### config.mk
export PLATFORM = sky130hd
export DESIGN_NAME = fetch_stage_flat
export DESIGN_NICKNAME = d
export VERILOG_FILES = /design/src/rtl/riscv_pkg.sv /design/src/rtl/fetch_stage_if.sv /design/src/rtl/fetch_fifo.sv /design/src/rtl/fetch_stage.sv /design/src/flat_wrapper.sv
export SDC_FILE = /design/constraint.sdc
export NUM_CORES = 1
export LEC_CHECK = 0
export BUFFER_PORTS_ARGS = -buffer_cell sky130_fd_sc_hd__buf_2
export CORE_UTILIZATION = 50
export DETAILED_ROUTE_END_ITERATION = 16
export PLACE_DENSITY_LB_ADDON = 0.1
export SYNTH_ARGS = -nofsm -noshare
export SYNTH_HDL_FRONTEND = slang
export SYNTH_SLANG_ARGS = --single-unit
### constraint.sdc
create_clock -name clk -period 12.4 [get_ports clk]
set_clock_uncertainty 0.2 [all_clocks]
set_input_delay 0.62 -clock clk [delete_from_list [all_inputs] [get_ports clk]]
set_output_delay 0.62 -clock clk [all_outputs]
set_load 0.05 [all_outputs]
### src/rtl/riscv_pkg.sv
// Shared RV32I pipeline types: machine word, IF/ID buffer entry, fetch FSM states.
package riscv_pkg;

  typedef logic [31:0] word_t;

  // One IF/ID buffer slot: the fetched instruction and the address it came from.
  typedef struct packed {
    word_t inst;
    word_t pc;
  } fetch_entry_t;

  localparam word_t NOP_INST         = 32'h0000_0013;  // addi x0,x0,0
  localparam word_t RESET_PC_DEFAULT = 32'h0000_0000;

  typedef enum logic [1:0] {
    S_BOOT,
    S_RUN,
    S_FLUSH
  } fetch_state_e;

endpackage

### src/rtl/fetch_stage_if.sv
// Fetch-stage boundary: instruction-memory request/response, EX redirect, and IF/ID handshake.
interface fetch_stage_if;
  import riscv_pkg::*;

  logic  imem_req;
  word_t imem_addr;
  logic  imem_gnt;
  logic  imem_rvalid;
  word_t imem_rdata;
  logic  redirect;
  word_t redirect_pc;
  logic  id_valid;
  logic  id_ready;
  word_t id_inst;
  word_t id_pc;
  word_t id_pc_plus4;

  // Fetch stage side.
  modport master (
    output imem_req, imem_addr, id_valid, id_inst, id_pc, id_pc_plus4,
    input  imem_gnt, imem_rvalid, imem_rdata, redirect, redirect_pc, id_ready
  );

  // Memory / EX / decode side.
  modport slave (
    input  imem_req, imem_addr, id_valid, id_inst, id_pc, id_pc_plus4,
    output imem_gnt, imem_rvalid, imem_rdata, redirect, redirect_pc, id_ready
  );

endinterface

### src/rtl/fetch_fifo.sv
// Small synchronous FIFO of fetch entries; clear beats push/pop, head is the oldest entry.
module fetch_fifo
  import riscv_pkg::*;
#(
  parameter  int DEPTH = 2,
  localparam int AW    = $clog2(DEPTH),
  localparam int CW    = AW + 1
) (
  input  logic          clk,
  input  logic          reset,
  input  logic          clear,
  input  logic          push,
  input  fetch_entry_t  push_data,
  input  logic          pop,
  output fetch_entry_t  head,
  output logic [CW-1:0] count,
  output logic          empty
);

  fetch_entry_t    mem [DEPTH];
  logic [AW-1:0]   wr_ptr;
  logic [AW-1:0]   rd_ptr;
  logic            pop_ok;

  assign empty  = (count == '0);
  assign pop_ok = pop && !empty;
  assign head   = mem[rd_ptr];

  // Storage write; slots are only ever read once count marks them live.
  // NOTE: the data array has no reset -- clearing the pointers and count is what empties the FIFO.
  always_ff @(posedge clk) begin
    if (push && !clear) mem[wr_ptr] <= push_data;
  end

  // Pointer and occupancy bookkeeping; DEPTH is a power of two so pointers wrap naturally.
  // NOTE: sequential state uses non-blocking assignments so every flop samples pre-edge values.
  always_ff @(posedge clk or posedge reset) begin
    if (reset) begin
      wr_ptr <= '0;
      rd_ptr <= '0;
      count  <= '0;
    end else if (clear) begin
      wr_ptr <= '0;
      rd_ptr <= '0;
      count  <= '0;
    end else begin
      if (push)   wr_ptr <= wr_ptr + AW'(1);
      if (pop_ok) rd_ptr <= rd_ptr + AW'(1);
      count <= count + CW'(push) - CW'(pop_ok);
    end
  end

endmodule

### src/rtl/fetch_stage.sv
// RV32I fetch stage: owns the PC, issues credit-limited in-order word reads,
// buffers responses for decode and squashes in-flight fetches on redirect.
module fetch_stage
  import riscv_pkg::word_t;
  import riscv_pkg::fetch_entry_t;
  import riscv_pkg::fetch_state_e;
  import riscv_pkg::S_BOOT;
  import riscv_pkg::S_RUN;
  import riscv_pkg::S_FLUSH;
#(
  parameter word_t RESET_PC   = riscv_pkg::RESET_PC_DEFAULT,
  parameter int    FIFO_DEPTH = 2,
  parameter word_t NOP_INST   = riscv_pkg::NOP_INST
) (
  input  logic          clk,
  input  logic          reset,
  fetch_stage_if.master bus
);

  localparam int CW = $clog2(FIFO_DEPTH) + 1;

  fetch_state_e  state;
  word_t         pc;
  word_t         req_pc;       // PC of the single request awaiting its response
  logic [CW-1:0] outstanding;
  logic [CW-1:0] drop_cnt;

  logic [CW-1:0] fifo_count;
  logic          fifo_empty;
  fetch_entry_t  head;
  fetch_entry_t  push_data;

  logic [CW:0]   credit_sum;
  logic [CW-1:0] flush_left;
  logic          req;
  logic          grant;
  logic          resp_live;
  logic          resp_drop;
  logic          push;
  logic          pop;
  word_t         head_pc;

  // Request credit, response routing and decode pop; redirect wins over everything.
  // NOTE: every signal gets a value on every path here, so no latch can be inferred.
  always_comb begin
    credit_sum = {1'b0, fifo_count} + {1'b0, outstanding};
    req        = (state == S_RUN) && !bus.redirect &&
                 (credit_sum < (CW+1)'(FIFO_DEPTH));
    grant      = req && bus.imem_gnt;
    // A response with nothing outstanding belongs to a pre-reset request.
    resp_live  = bus.imem_rvalid && (outstanding != '0);
    resp_drop  = resp_live && (drop_cnt != '0);
    push       = resp_live && (drop_cnt == '0) && !bus.redirect;
    pop        = !fifo_empty && bus.id_ready && !bus.redirect;
    flush_left = outstanding - CW'(resp_live);
    push_data  = '{inst: bus.imem_rdata, pc: req_pc};
  end

  fetch_fifo #(.DEPTH(FIFO_DEPTH)) u_fifo (
    .clk       (clk),
    .reset     (reset),
    .clear     (bus.redirect),
    .push      (push),
    .push_data (push_data),
    .pop       (pop),
    .head      (head),
    .count     (fifo_count),
    .empty     (fifo_empty)
  );

  assign head_pc         = fifo_empty ? RESET_PC : head.pc;
  assign bus.imem_req    = req;
  assign bus.imem_addr   = pc;
  assign bus.id_valid    = !fifo_empty;
  assign bus.id_inst     = fifo_empty ? NOP_INST : head.inst;
  assign bus.id_pc       = head_pc;
  assign bus.id_pc_plus4 = head_pc + 32'd4;

  // Fetch FSM with PC, request shadow and in-flight/drop counters.
  always_ff @(posedge clk or posedge reset) begin
    if (reset) begin
      state       <= S_BOOT;
      pc          <= {RESET_PC[31:2], 2'b00};
      req_pc      <= RESET_PC;
      outstanding <= '0;
      drop_cnt    <= '0;
    end else begin
      if (grant) req_pc <= pc;
      if (bus.redirect) begin
        // Everything still in flight after this edge belongs to the old path.
        pc          <= bus.redirect_pc & ~32'h3;
        outstanding <= flush_left;
        drop_cnt    <= flush_left;
        state       <= (flush_left != '0) ? S_FLUSH : S_RUN;
      end else begin
        if (grant) pc <= pc + 32'd4;
        outstanding <= outstanding + CW'(grant) - CW'(resp_live);
        if (resp_drop) drop_cnt <= drop_cnt - CW'(1);
        case (state)
          S_BOOT:  state <= S_RUN;
          S_FLUSH: if (drop_cnt == '0 || (resp_drop && drop_cnt == CW'(1))) state <= S_RUN;
          default: ;
        endcase
      end
    end
  end

endmodule

### src/flat_wrapper.sv
// flat-port wrapper written by rule: the top's interface ports become plain ports
module fetch_stage_flat import riscv_pkg::word_t; import riscv_pkg::fetch_entry_t; import riscv_pkg::fetch_state_e; import riscv_pkg::S_BOOT; import riscv_pkg::S_RUN; import riscv_pkg::S_FLUSH;
#(
  parameter word_t RESET_PC   = riscv_pkg::RESET_PC_DEFAULT,
  parameter int    FIFO_DEPTH = 2,
  parameter word_t NOP_INST   = riscv_pkg::NOP_INST
)
  (clk, reset, bus_imem_req, bus_imem_addr, bus_id_valid, bus_id_inst, bus_id_pc, bus_id_pc_plus4, bus_imem_gnt, bus_imem_rvalid, bus_imem_rdata, bus_redirect, bus_redirect_pc, bus_id_ready);
  fetch_stage_if bus_i ();
  input  logic clk;
  input  logic reset;
  output wire logic [$bits(bus_i.imem_req)-1:0] bus_imem_req;
  output wire logic [$bits(bus_i.imem_addr)-1:0] bus_imem_addr;
  output wire logic [$bits(bus_i.id_valid)-1:0] bus_id_valid;
  output wire logic [$bits(bus_i.id_inst)-1:0] bus_id_inst;
  output wire logic [$bits(bus_i.id_pc)-1:0] bus_id_pc;
  output wire logic [$bits(bus_i.id_pc_plus4)-1:0] bus_id_pc_plus4;
  input wire logic [$bits(bus_i.imem_gnt)-1:0] bus_imem_gnt;
  input wire logic [$bits(bus_i.imem_rvalid)-1:0] bus_imem_rvalid;
  input wire logic [$bits(bus_i.imem_rdata)-1:0] bus_imem_rdata;
  input wire logic [$bits(bus_i.redirect)-1:0] bus_redirect;
  input wire logic [$bits(bus_i.redirect_pc)-1:0] bus_redirect_pc;
  input wire logic [$bits(bus_i.id_ready)-1:0] bus_id_ready;
  assign bus_imem_req = bus_i.imem_req;
  assign bus_imem_addr = bus_i.imem_addr;
  assign bus_id_valid = bus_i.id_valid;
  assign bus_id_inst = bus_i.id_inst;
  assign bus_id_pc = bus_i.id_pc;
  assign bus_id_pc_plus4 = bus_i.id_pc_plus4;
  assign bus_i.imem_gnt = bus_imem_gnt;
  assign bus_i.imem_rvalid = bus_imem_rvalid;
  assign bus_i.imem_rdata = bus_imem_rdata;
  assign bus_i.redirect = bus_redirect;
  assign bus_i.redirect_pc = bus_redirect_pc;
  assign bus_i.id_ready = bus_id_ready;
  fetch_stage #(.RESET_PC(RESET_PC), .FIFO_DEPTH(FIFO_DEPTH), .NOP_INST(NOP_INST)) u_core (.clk(clk), .reset(reset), .bus(bus_i));
endmodule
==> impl_metrics.csv, run 1 <==
group,metric,value,unit
global_route,grt_overflow,0,
synthesis,synth_top_area_share,41.8,%
synthesis,yosysSeqAreaShare,61.5,%
clock_tree,ctsHoldBuffers,0,
synthesis,yosys_register_bits,194,
synthesis,avgSynthCellArea,11.7,sq um
drt,drt_iter0_drc,475,
die,core-area,0.0174,sq mm
sta,finalSetupTns,0,ns
setup_path,crit_arrival,3.46,ns
global_route,grt_pass1_wl,30.8,mm
global_route,grtUsageTotal,21.9,%
drt,routed_via_density,5.40,
setup_path,cp_max_fo,43,
die,dieArea,0.0184,sq mm
sta,slew_viol_final,0,
clock_tree,root_buffer,"clkbuf_16",
synthesis,yosys.area_share.simple,16.5,%
synthesis,synth_compound_area_share,6.07,%
sta,slew_headroom,13.2,%
die,die_x,135,um
power_and_ir_drop,power_density,207,mW/mm^2
synthesis,yosys-top-cells-area,"edfxtp_1, dfrtp_1, mux2i_1",
synthesis,synth_largest_area_cell,"edfxtp_1",
synthesis,yosys_warnings,0,
setup_path,criticalPathCategory,"flop to primary output",
placement,io_buffers,191,
die,die_h,135,um
global_route,grt_pass1_vias,6119,
die,num_rows,48,
synthesis,synthXorXnorAreaFrac,3.54,%
clock_tree,cts_tree,"done",
clock_tree,clkSinkCount,194,
drt,firstDrtPassIters,4,
clock_tree,clk_latency,0.42,ns
drt,route.layer.met1.wl,8.77,mm
sta,hold_slack,0.184,ns
drt,drc,0,
drt,wl_met3,1.34,mm
final_layout,final_nets,1019,
setup_path,required,11.58,ns
global_route,antenna_found_initial,0,
final_layout,final_cell_mix,"buf_2, nand2_1, edfxtp_1",
synthesis,ys.flop_type,"edfxtp_1",
synthesis,synth.area.mux_share,7.53,%
sta,fin_crit,4.28,ns
synthesis,synth_fa_ha_area_share,1.35,%
synthesis,ys_types,52,
power_and_ir_drop,p_leak,4.49,nW
sta,hold_viol,0,
drt,highest_layer,"met4",
clock_tree,cts_buffers,17,
drt,drtAntennaViolNets,0,
final_layout,antenna_cells,0,
sta,period_share,34.5,%
worst_hold_path,hold_path.class,"input pin to flop",
clock_tree,cts_setup_buffers,0,
clock_tree,h-tree-depth,4,
drt,dr_wl_met2,8.54,mm
sta,tightest_slew,1.30,ns
final_layout,synthToLayoutAreaGrowth,19.2,%
setup_path,cp-start-kind,"flop",
die,io_pins,200,
clock_tree,cts_buffer_depth,2,
setup_path,worst_setup_path_end_kind,"primary output",
drt,drt_wl_total,18.9,mm
power_and_ir_drop,max-vdd-ir-drop,0.106,mV
run_status,outcome,"complete, no violations",
drt,wire_per_inst,16.0,um
sta,setup_viol,0,
synthesis,synth_edf_count,124,
clock_tree,path_clk_slew,0.07,ns
die,initial_utilization,51.3,%
placement,gp_congestion,0.844,
synthesis,synth-async-reset-ratio,36.1,%
final_layout,drive_gt1_share,26.4,%
job,maxCapViolCount,0,
final_layout,layout_commonest_cell,"buf_2",
sta,fmax,234,MHz
synthesis,syn-cell-area,0.00891,sq mm
sta,rsz0062_at_grt,"no",
global_route,grt_max_degree,77,
sta,fin_ws,8.12,ns
synthesis,synth_top_family_by_area,"simple AND/OR/NAND/NOR gates",
clock_tree,cts.repair.resized,0,
drt,via_count,6365,
synthesis,syn_inst,764,
placement,place_ws,8.40,ns
placement,dpl.hpwl,13.2,mm
final cells by class:
cell class	count	area (sq um)
Inverter	21	78.8
Timing Repair Buffer	197	1000
Clock inverter	13	176
Multi-Input combinational cell	509	3170
Tap cell	225	282
Sequential cell	194	5480
Clock buffer	19	433
Fill cell	1454	6740
logic make-up after synthesis:
| logic type | Yosys count |
|---|---|
| AOI/OAI and AO/OA | 77 |
| xor gates and xnor gates | 36 |
| adders and majority gates | 9 |
| buffers and inverters | 66 |
| and+or+nand+nor | 314 |
| DFF | 194 |
| muxes | 67 |
| other | 1 |
metrics by stage:
step                power [mW]  std cells  utilization, %  area (sq um)
finish                    2.19       1178            61.2         10600
global route              2.31       1178            61.2         10600
CTS                       2.21       1178            61.2         10600
detailed placement        1.66       1146            57.6         10000
global placement          1.64       1146            57.6         10000
floorplan                 1.48        769               -          8930
registers in the layout (all words and copies together), names as in the netlist:
| name | flops |
|---|---|
| u_core.outstanding | 2 |
| u_core.u_fifo.mem | 124 |
| u_core.u_fifo.count | 2 |
| u_core.req_pc | 30 |
| u_core.u_fifo.wr_ptr | 1 |
| u_core.u_fifo.rd_ptr | 1 |
| u_core.state | 2 |
| u_core.drop_cnt | 2 |
| u_core.bus.imem_addr | 30 |
critical path: stages, from the launching register on:
cell	delay, ns
dfrtp_4	0.81
mux2i_1	0.22
nor2_1	0.20
ha_1	0.26
nand4_1	0.55
nor4_1	0.50
xor2_1	0.20
buf_2	0.29
worst paths after layout:
path | start | to | slack (ns) | cells past startpoint
worst max-delay path | u_core.u_fifo.rd_ptr$_DFFE_PP0P_ | bus_id_pc_plus4[16] | 8.12 | 7
worst min-delay path | bus_imem_rdata[25] | u_core.u_fifo.mem[0][57]$_DFFE_PP_ | 0.18 | 1
worst max register to register | u_core.u_fifo.count[0]$_DFF_PP0_ | u_core.bus.imem_addr[15]$_DFFE_PP0P_ | 8.47 | 9
worst min register to register | u_core.req_pc[15]$_DFFE_PP0P_ | u_core.u_fifo.mem[0][15]$_DFFE_PP_ | 0.27 | 0
max in group asynchronous | reset | u_core.u_fifo.rd_ptr$_DFFE_PP0P_ | 11.11 | 3
min in group asynchronous | reset | u_core.outstanding[1]$_DFF_PP0_ | 0.24 | 3
report_power, final:
part	internal (mW)	switching (mW)
registers	0.820	0.0883
logic	0.184	0.546
clock network	0.322	0.233
total	1.32	0.868
synth_stat cells (all sizes together), types with 15 or more instances:
| cell | n |
|---|---|
| nand2 | 134 |
| edfxtp | 124 |
| nor2 | 79 |
| dfrtp | 70 |
| mux2i | 67 |
| buf | 30 |
| nand3 | 28 |
| o21ai | 27 |
| xor2 | 23 |
| inv | 21 |
| nand4 | 19 |
| clkbuf | 15 |
| nor3 | 15 |
layer usage:
layer / vias to the layer above / track usage, %
met1: 3000 / 31.2
met5: - / 0
met4: 0 / 6.99
li1: 3082 / -
met3: 18 / 4.60
met2: 265 / 33.5
(Power assumes the default switching activity.)
==> inputs of run 2 (changes only) <==
--- a/config.mk
+++ b/config.mk
@@ -5,6 +5,7 @@
 export SDC_FILE = /design/constraint.sdc
 export NUM_CORES = 1
 export LEC_CHECK = 0
+export ABC_AREA = 1
 export BUFFER_PORTS_ARGS = -buffer_cell sky130_fd_sc_hd__buf_2
 export CORE_UTILIZATION = 50
 export DETAILED_ROUTE_END_ITERATION = 16
==> constraint.sdc (replaced) <==
create_clock -name clk -period 4.25 [get_ports clk]
set_clock_uncertainty 0.2 [all_clocks]
set_input_delay 0.2125 -clock clk [delete_from_list [all_inputs] [get_ports clk]]
set_output_delay 0.2125 -clock clk [all_outputs]
set_load 0.05 [all_outputs]
==> impl_metrics.csv, run 2 <==
group,metric,value,unit
synthesis,yosys-top-cells-area,"edfxtp_1, dfrtp_1, nand2_1",
die,core-area,0.0188,sq mm
clock_tree,clk_latency,0.43,ns
power_and_ir_drop,pwr-share-seq,40.2,%
final_layout,antenna_cells,0,
global_route,grt_pass1_wl,35.7,mm
placement,gp_congestion,0.912,
global_route,grtUsageTotal,23.3,%
drt,drtAntennaViolNets,0,
sta,slew_headroom,32.0,%
setup_path,cp_max_fo,41,
setup_path,cp-start-kind,"flop",
final_layout,largest_reg_flops,124,
sta,fin_crit,3.61,ns
global_route,grt_overflow,0,
sta,hold_viol,0,
clock_tree,h-tree-depth,4,
die,dieArea,0.0197,sq mm
final_layout,drive_gt1_share,21.2,%
global_route,grt_pass1_vias,7219,
synthesis,yosys-top-cells-count,"nand2_1, edfxtp_1, inv_1",
final_layout,regMostFlops,"u_core.u_fifo.mem",
die,die_x,140,um
synthesis,yosys_register_bits,194,
clock_tree,cts_buffer_depth,2,
clock_tree,cts_tree,"done",
synthesis,synth_edf_count,124,
placement,dpl.hpwl,15.5,mm
sta,fmax,277,MHz
sta,setup_viol,0,
setup_path,required,3.84,ns
drt,drt_wl_total,22.2,mm
drt,drc,0,
synthesis,synth_most_common_cell,"nand2_1",
clock_tree,path_clk_slew,0.07,ns
drt,via_count,7817,
sta,tightest_slew,1.02,ns
setup_path,criticalPathCategory,"flop to primary output",
drt,routed_via_density,4.98,
power_and_ir_drop,clockPowerShare,23.1,%
final_layout,finish.utilization,63.7,%
placement,io_buffers,191,
setup_path,crit_arrival,3.20,ns
die,num_rows,50,
final_layout,final_cell_mix,"nand2_1, buf_2, edfxtp_1",
global_route,antenna_found_initial,0,
clock_tree,clkSinkCount,194,
clock_tree,cts_buffers,17,
synthesis,yosys_warnings,0,
final_layout,final_nets,1403,
power_and_ir_drop,power_density,565,mW/mm^2
synthesis,synth-async-reset-ratio,36.1,%
placement,post_dp_cell_area,0.0107,sq mm
synthesis,synth_top_area_share,38.9,%
synthesis,syn-cell-area,0.00958,sq mm
synthesis,synth_largest_area_cell,"edfxtp_1",
worst_hold_path,hold_path.class,"input pin to flop",
sta,finalSetupTns,0,ns
power_and_ir_drop,p_comb_share,36.7,%
sta,rsz0062_at_grt,"no",
power_and_ir_drop,p_leak,5.62,nW
synthesis,yosysSeqAreaShare,57.2,%
power_and_ir_drop,p_sw_share,43.5,%
drt,firstDrtPassIters,5,
final_layout,layout_commonest_cell,"nand2_1",
sta,slew_viol_final,0,
drt,drt_iter0_drc,383,
final_layout,synthToLayoutAreaGrowth,24.7,%
die,die_h,140,um
final_layout,design_area,0.0119,sq mm
synthesis,syn_inst,1076,
drt,wire_per_inst,14.1,um
run_status,outcome,"complete, no violations",
setup_path,worst_setup_path_end_kind,"primary output",
clock_tree,cts.repair.resized,0,
global_route,grt_max_degree,70,
power_and_ir_drop,max-vdd-ir-drop,0.338,mV
power_and_ir_drop,internal-power,3.81,mW
clock_tree,root_buffer,"clkbuf_16",
synthesis,ys.flop_type,"edfxtp_1",
synthesis,avgSynthCellArea,8.90,sq um
die,initial_utilization,51.0,%
die,io_pins,200,
power_and_ir_drop,switchingPower,2.93,mW
sta,period_share,84.9,%
synthesis,ys_types,38,
job,maxCapViolCount,0,
## run 2: area by class of cell
cell class              instances  area, sq um
multi-input cells             728         3470
flip-flops and latches        194         5480
repair buffers                268         1700
clock inverters                15          151
inverters                     115          432
well taps                     234          293
clock buffers                  17          425
fillers                      1582         6820
## run 2: critical path, stage by stage (launching register included)
cell	delay, ns
dfrtp_2	0.89
inv_2	0.33
nor2_1	0.16
nor2_1	0.05
nand2_1	0.17
inv_1	0.08
ha_1	0.23
nand3_1	0.14
nor2_4	0.07
nand2_2	0.14
inv_1	0.07
nand2_1	0.06
nand2_1	0.05
nand2_1	0.06
buf_2	0.25
## run 2: path summary, 6_finish.rpt
kind                                                  startpoint                              endpoint  slack, ns  cells past startpoint
max in group asynchronous                                  reset  u_core.bus.imem_addr[20]$_DFFE_PP0P_       2.61                      4
worst min-delay path                                bus_imem_gnt          u_core.req_pc[9]$_DFFE_PP0P_       0.03                      5
worst max register to register  u_core.u_fifo.count[0]$_DFF_PP0_  u_core.bus.imem_addr[11]$_DFFE_PP0P_       1.69                      9
min in group asynchronous                                  reset       u_core.outstanding[0]$_DFF_PP0_       0.37                      3
worst max-delay path            u_core.u_fifo.rd_ptr$_DFFE_PP0P_                   bus_id_pc_plus4[26]       0.64                     14
worst min register to register     u_core.req_pc[23]$_DFFE_PP0P_    u_core.u_fifo.mem[1][23]$_DFFE_PP_       0.27                      0
## run 2: layer usage
metal,GRT usage [%],vias to the layer above,share of wire (%)
li1,-,3981,-
met1,33.3,3571,49
met2,37.3,248,45
met3,3.49,17,4.8
met4,6.07,0,1.0
met5,0,-,0
## run 2: logic make-up (layout without fill, tap and decap cells)
kind of cell,count (synthesis),count (layout),share of synthesized area (%)
XOR/XNOR,28,28,2.56
other,1,6,0.0391
buffers and inverters,159,415,7.01
flip-flops,194,194,57.2
AND/OR/NAND/NOR,571,571,25.5
AO/OA/AOI/OAI,114,114,6.45
adder cells (fa/ha/maj),9,9,1.25
## run 2: power by group through the flow
stage | logic [mW] | registers (mW) | clock network, mW
floorplan | 1.77 | 2.80 | 0
global placement | 2.41 | 2.72 | 0
detailed placement | 2.44 | 2.75 | 0
CTS | 2.49 | 2.71 | 1.59
global route | 2.70 | 2.75 | 1.67
finish | 2.48 | 2.71 | 1.56
## run 2: repair_timing
action / CTS / global route
hold buffers: 65 / 0
setup buffers: 0 / 0
hold endpoints to repair: 146 / 0
## run 2: through the flow
step                instances  setup WS (ns)  hold WS, ns  power (mW)
detailed placement       1474           1.02        0.204        5.18
global route             1571          0.356       0.0609        7.11
floorplan                1081          0.205        0.111        4.57
finish                   1571          0.641       0.0325        6.74
CTS                      1571          0.551       0.0189        6.79
global placement         1474           1.06        0.200        5.13
